===== config.mk =====
export PLATFORM = sky130hd
export DESIGN_NAME = ysyx_23060096_imm_encoder_flat
export DESIGN_NICKNAME = d
export VERILOG_FILES = /design/src/rtl/ysyx_23060096_imm_encoder_if.sv /design/src/rtl/ysyx_23060096_imm_encoder.sv /design/src/flat_wrapper.sv
export SDC_FILE = /design/constraint.sdc
export NUM_CORES = 1
export LEC_CHECK = 0
export CAP_MARGIN = 20
export CORE_MARGIN = 2
export CORE_UTILIZATION = 45
export CTS_BUF_LIST = sky130_fd_sc_hd__clkbuf_4 sky130_fd_sc_hd__clkbuf_8
export DETAILED_ROUTE_END_ITERATION = 6
export GPL_TIMING_DRIVEN = 0
export PLACE_DENSITY = 0.79
export SYNTH_ARGS = -nofsm -noshare
export SYNTH_HDL_FRONTEND = slang
export SYNTH_SLANG_ARGS = --single-unit

===== constraint.sdc =====
create_clock -name clk -period 6.5 [get_ports clk]
set_input_delay 1.3 -clock clk [delete_from_list [all_inputs] [get_ports clk]]
set_output_delay 1.3 -clock clk [all_outputs]
set_load 0.005 [all_outputs]

===== src/rtl/ysyx_23060096_imm_encoder_if.sv =====
// Request/response bus of the immediate encoder: request side (in_*) and
// encoded-instruction side (out_*), each with its own valid/ready handshake.
interface ysyx_23060096_imm_encoder_if;
    logic        in_valid;
    logic        in_ready;
    logic [2:0]  in_extop;
    logic [31:0] in_imm;
    logic [31:0] in_base;
    logic        out_valid;
    logic        out_ready;
    logic [31:0] out_inst;
    logic        out_err;

    modport slave (
        input  in_valid, in_extop, in_imm, in_base, out_ready,
        output in_ready, out_valid, out_inst, out_err
    );

    modport master (
        output in_valid, in_extop, in_imm, in_base, out_ready,
        input  in_ready, out_valid, out_inst, out_err
    );
endinterface


===== src/rtl/ysyx_23060096_imm_encoder.sv =====
// Streaming RV32 immediate encoder: scatters an immediate into a base instruction
// word per ExtOP format, flags unrepresentable immediates, buffers E stage + 2-deep FIFO.
module ysyx_23060096_imm_encoder (
    input  logic        clk,
    input  logic        rst_n,
    ysyx_23060096_imm_encoder_if.slave bus,
    output logic [15:0] err_cnt
);

    // True when all bits selected by mask carry the same value (sign-extension holds).
    function automatic logic f_sext_ok(input logic [31:0] v, input logic [31:0] mask);
        return ((v & mask) == mask) || ((v & mask) == 32'h0);
    endfunction

    // Returns {err, inst}; the truncated encoding is produced even when err is set.
    function automatic logic [32:0] f_encode(input logic [2:0]  op,
                                             input logic [31:0] imm,
                                             input logic [31:0] base);
        logic [31:0] inst;
        logic        err;
        inst = base;
        err  = 1'b0;
        case (op)
            3'b001: begin
                inst[31:12] = imm[31:12];
                err         = |imm[11:0];
            end
            3'b010: begin
                inst[31:25] = imm[11:5];
                inst[11:7]  = imm[4:0];
                err         = !f_sext_ok(imm, 32'hFFFF_F800);
            end
            3'b011: begin
                inst[31]    = imm[12];
                inst[30:25] = imm[10:5];
                inst[11:8]  = imm[4:1];
                inst[7]     = imm[11];
                err         = imm[0] || !f_sext_ok(imm, 32'hFFFF_F000);
            end
            3'b100: begin
                inst[31]    = imm[20];
                inst[30:21] = imm[10:1];
                inst[20]    = imm[11];
                inst[19:12] = imm[19:12];
                err         = imm[0] || !f_sext_ok(imm, 32'hFFF0_0000);
            end
            default: begin
                // Reserved codes fall back to the I layout but are always flagged.
                inst[31:20] = imm[11:0];
                err         = (op != 3'b000) || !f_sext_ok(imm, 32'hFFFF_F800);
            end
        endcase
        return {err, inst};
    endfunction

    logic [32:0] w_enc;
    logic        w_accept;
    logic        w_pop;
    logic        w_push;
    logic        w_out_valid;

    logic        r_vld_p0;
    logic [31:0] r_inst_p0;
    logic        r_err_p0;

    logic [31:0] r_inst_p1 [2];
    logic [1:0]  r_err_p1;
    logic        r_wr_ptr;
    logic        r_rd_ptr;
    logic [1:0]  r_cnt;
    logic [15:0] r_err_cnt;

    assign w_enc       = f_encode(bus.in_extop, bus.in_imm, bus.in_base);
    assign w_out_valid = (r_cnt != 2'd0);
    assign w_pop       = w_out_valid && bus.out_ready;
    // E always drains on an accepting edge, so a full FIFO is the only stall.
    assign bus.in_ready = (r_cnt != 2'd2) || w_pop;
    assign w_accept    = bus.in_valid && bus.in_ready;
    assign w_push      = r_vld_p0 && ((r_cnt != 2'd2) || w_pop);

    assign bus.out_valid = w_out_valid;
    assign bus.out_inst  = w_out_valid ? r_inst_p1[r_rd_ptr] : 32'h0;
    assign bus.out_err   = w_out_valid ? r_err_p1[r_rd_ptr]  : 1'b0;
    assign err_cnt       = r_err_cnt;

    // ---- stage E (p0) / FIFO (p1) control ----
    always_ff @(posedge clk or negedge rst_n) begin
        if (!rst_n) begin
            r_vld_p0  <= 1'b0;
            r_wr_ptr  <= 1'b0;
            r_rd_ptr  <= 1'b0;
            r_cnt     <= 2'd0;
            r_err_cnt <= 16'h0;
        end else begin
            if (w_accept) begin
                r_vld_p0 <= 1'b1;
            end else if (w_push) begin
                r_vld_p0 <= 1'b0;
            end
            if (w_push) begin
                r_wr_ptr <= ~r_wr_ptr;
            end
            if (w_pop) begin
                r_rd_ptr <= ~r_rd_ptr;
            end
            case ({w_push, w_pop})
                2'b10:   r_cnt <= r_cnt + 2'd1;
                2'b01:   r_cnt <= r_cnt - 2'd1;
                default: r_cnt <= r_cnt;
            endcase
            if (w_accept && w_enc[32] && (r_err_cnt != 16'hFFFF)) begin
                r_err_cnt <= r_err_cnt + 16'd1;
            end
        end
    end

    // ---- stage E (p0) / FIFO (p1) data ----
    always_ff @(posedge clk) begin
        if (w_accept) begin
            r_inst_p0 <= w_enc[31:0];
            r_err_p0  <= w_enc[32];
        end
        if (w_push) begin
            r_inst_p1[r_wr_ptr] <= r_inst_p0;
            r_err_p1[r_wr_ptr]  <= r_err_p0;
        end
    end

endmodule


===== src/flat_wrapper.sv =====
// flat-port wrapper written by rule: the top's interface ports become plain ports
module ysyx_23060096_imm_encoder_flat 
  (clk, rst_n, err_cnt, bus_in_valid, bus_in_extop, bus_in_imm, bus_in_base, bus_out_ready, bus_in_ready, bus_out_valid, bus_out_inst, bus_out_err);
  ysyx_23060096_imm_encoder_if bus_i ();
  input  logic clk;
  input  logic rst_n;
  output logic [15:0] err_cnt;
  input wire logic [$bits(bus_i.in_valid)-1:0] bus_in_valid;
  input wire logic [$bits(bus_i.in_extop)-1:0] bus_in_extop;
  input wire logic [$bits(bus_i.in_imm)-1:0] bus_in_imm;
  input wire logic [$bits(bus_i.in_base)-1:0] bus_in_base;
  input wire logic [$bits(bus_i.out_ready)-1:0] bus_out_ready;
  output wire logic [$bits(bus_i.in_ready)-1:0] bus_in_ready;
  output wire logic [$bits(bus_i.out_valid)-1:0] bus_out_valid;
  output wire logic [$bits(bus_i.out_inst)-1:0] bus_out_inst;
  output wire logic [$bits(bus_i.out_err)-1:0] bus_out_err;
  assign bus_i.in_valid = bus_in_valid;
  assign bus_i.in_extop = bus_in_extop;
  assign bus_i.in_imm = bus_in_imm;
  assign bus_i.in_base = bus_in_base;
  assign bus_i.out_ready = bus_out_ready;
  assign bus_in_ready = bus_i.in_ready;
  assign bus_out_valid = bus_i.out_valid;
  assign bus_out_inst = bus_i.out_inst;
  assign bus_out_err = bus_i.out_err;
  ysyx_23060096_imm_encoder u_core (.clk(clk), .rst_n(rst_n), .bus(bus_i), .err_cnt(err_cnt));
endmodule

==> metrics <==
YS warnings=0; Max IR drop VDD=approximately 0.21 mV; fin crit share=0.610; Critical Path Source Type=input port; initial core utilization=0.456; Max Freq=~250 MHz; Area after DPL=roughly 6500 um2; status=complete, no violations; syn_nets=441; Non-Filler Instances=around 660; cell mode on critical path=clkdlybuf4s50_1; # DRC=0; RSZ-0062 raised after global routing=false; CP delay by family, top=buffers and inverters; Synth area leader=edfxtp_1; top post-synthesis cells by area=edfxtp_1 58%, dfrtp_1 10%, mux2i_1 7.0%, nor2_1 3.3%, mux2_2 3.1%; number of H-tree levels=4; Crit Path Class=in -> out; Crit. End Element=output pin; Setup-failing EPs final=0; area grow syn2layout=35.4%; num ports=122; area share of the largest cell type after synthesis=0.576; Post-Route Skew=roughly 12 ps; TNS Setup=0 ps; fin. max-slew vios=0; WL final=between 10000 and 15000 um; Post-DRT Antenna Nets=0; Iter 0 DRT Violations=about 270; Die Wd=~110 um; antenna violations before repair=0; Post-synth EDFFs=between 90 and 100; worst min path class=reg -> reg; Overall Global Routing Usage=0.183; Least-Margin Pin Slew=about 1000 ps; Yosys reg bits=120; Mapped Area=slightly above 5000 um2; vias post-DR=~3400; FFs w/ async S/R, synth=0.175; num rows=39; Clock Path Buffers=2; Wirelength per Cell=roughly 17 um; post-route cell area=roughly 7000 um2; 1st-pass router iterations=4; number of buffers created by CTS=17; Max FO, Critical Path=5; footprint of the multi-input gates=1600 um2; first-pass GRT wire length=17400 um; Post-CTS Hold Buffers=0; vias in the first global route=approximately 3600; Placer Congestion=0.888; Mapped Cells=368; crit path time final=~4000 ps; LEAKAGE=about 2.6 nW; # clock sinks=120; vias per std cell=around 5.2; die area=12300 um2; sequential cell area fraction in the yosys report=0.678; Synth Area per Inst=14.0 um2; WP data required=5200 ps; leading register cell type out of synthesis=edfxtp_1; critical path cell sequence=clkdlybuf4s50_1 > or3b_1 > clkbuf_1 > clkdlybuf4s50_1; pwr/cell area=391 nW/um2; total of max-cap violations=0; CTS tree=built; post_cts resized=0; CP Buf/Inv Count=3; Crit-path slowest cell=clkdlybuf4s50_1; Clock Latency Late Sink=430 ps; Slew Limit Headroom=0.341; Core Area=approximately 11000 um2; slowest stage delay, CP=roughly 460 ps; DP Cell Count=between 600 and 700; Reg clk slew, reported paths=70 ps; largest net degree at the start of global routing=34; number of fill cells in the layout=approximately 870; post-DP HPWL=between 7000 and 8000 um; Clk Tree Root Cell=clkbuf_8; Antenna Diode Count=0; Arrival @ worst endpoint=about 2700 ps; Setup Fix Bufs, Post-CTS=0; Synth cell types=43; FF/Latch Area=between 3000 and 4000 um2; PortBufs=roughly 110; die height=between 100 and 150 um; layout cell share with drive strength beyond 1=0.124; endpoints failing hold=0; gr ovfl total=0; fin nets=~580
==> cell usage after synthesis, types with 3 or more instances <==
library cell,n
nor2b_1,7
nand2b_1,3
nand4_1,12
o21ai_0,8
edfxtp_1,99
dfrtp_1,21
nand3_2,5
nand3_1,7
nand2_1,25
nor4_1,6
nor3_1,3
a21oi_1,7
inv_1,5
mux2i_1,36
clkbuf_1,11
nor2_1,45
a22oi_1,4
mux2_2,14
and3_1,6
xnor2_1,16
==> power breakdown <==
part | switching, mW | leakage, nW | internal, mW | total [mW]
clock network | 0.278 | 0.217 | 0.456 | 0.735
logic | 0.404 | 1.14 | 0.471 | 0.875
registers | 0.0770 | 1.20 | 1.05 | 1.13
total | 0.760 | 2.55 | 1.98 | 2.73
==> worst paths after layout <==
path	slack, ps	endpoint	startpoint	cells after the start
worst max-delay path	2530	bus_in_ready	bus_out_ready	4
min in group asynchronous	1420	u_core.err_cnt[4]$_DFFE_PN0P_	rst_n	1
worst min-delay path	440	u_core.r_inst_p1[0][17]$_DFFE_PP_	u_core.r_inst_p0[17]$_DFFE_PP_	0
worst max register to register	4080	u_core.err_cnt[12]$_DFFE_PN0P_	u_core.r_cnt[0]$_DFFE_PN0P_	7
max in group asynchronous	4480	u_core.r_cnt[1]$_DFFE_PN0P_	rst_n	1
worst min register to register	440	u_core.r_inst_p1[0][17]$_DFFE_PP_	u_core.r_inst_p0[17]$_DFFE_PP_	0
==> through the flow <==
stage	total power [mW]	util	hold slack [ps]	worst slack, ps
detailed placement	2.03	0.578	433	2540
global placement	1.98	0.573	425	1690
global route	2.88	0.618	455	2420
CTS	2.77	0.618	442	2520
finish	2.73	0.618	440	2530
floorplan	1.52	-	421	3000
==> layer usage <==
metal	global-route usage	vias to the layer above	wire length, um
li1	-	1641	-
met1	0.210	1661	4330
met2	0.317	127	5660
met3	0.0558	20	662
met4	0.0831	0	286
met5	0	-	0
==> cells in the final DEF, fill, tap and decap left out, drive strengths merged, types with 2 or more instances in the layout <==
cell / instances
a211oi: 2
a21oi: 7
a22oi: 4
and3: 6
buf: 4
bufinv: 5
clkbuf: 29
clkdlybuf4s50: 114
clkinv: 5
clkinvlp: 3
dfrtp: 21
edfxtp: 99
ha: 2
inv: 6
mux2: 16
mux2i: 36
nand2: 26
nand2b: 3
nand3: 12
nand4: 13
nor2: 46
nor2b: 8
nor3: 4
nor4: 8
o21ai: 9
or4: 2
xnor2: 16
xor2: 2
==> state kept, by name, summed over array words and instances (netlist names) <==
signal	cells
u_core.r_inst_p0	32
u_core.r_err_p0	1
u_core.r_vld_p0	1
u_core.r_err_p1	2
u_core.r_inst_p1	64
u_core.r_cnt	2
u_core.r_wr_ptr	1
u_core.r_rd_ptr	1
u_core.err_cnt	16
==> area by class of cell <==
class	instances	area share
Clock inverter	14	0.0292
Tap cell	143	0.0256
Multi-Input combinational cell	230	0.229
Buffer	13	0.00805
Inverter	5	0.00268
Timing Repair Buffer	116	0.171
Clock buffer	18	0.0345
Sequential cell	120	0.500
==> cells by family after synthesis <==
| group | Yosys count | share of synthesized area |
|---|---|---|
| AOI/OAI and AO/OA | 28 | 0.0359 |
| and+or+nand+nor | 130 | 0.132 |
| adders and majority gates | 2 | 0.00485 |
| DFF | 120 | 0.678 |
| buffers and inverters | 18 | 0.0145 |
| muxes | 52 | 0.105 |
| xor gates and xnor gates | 18 | 0.0305 |
No activity file was read; power rests on OpenSTA's default activity.
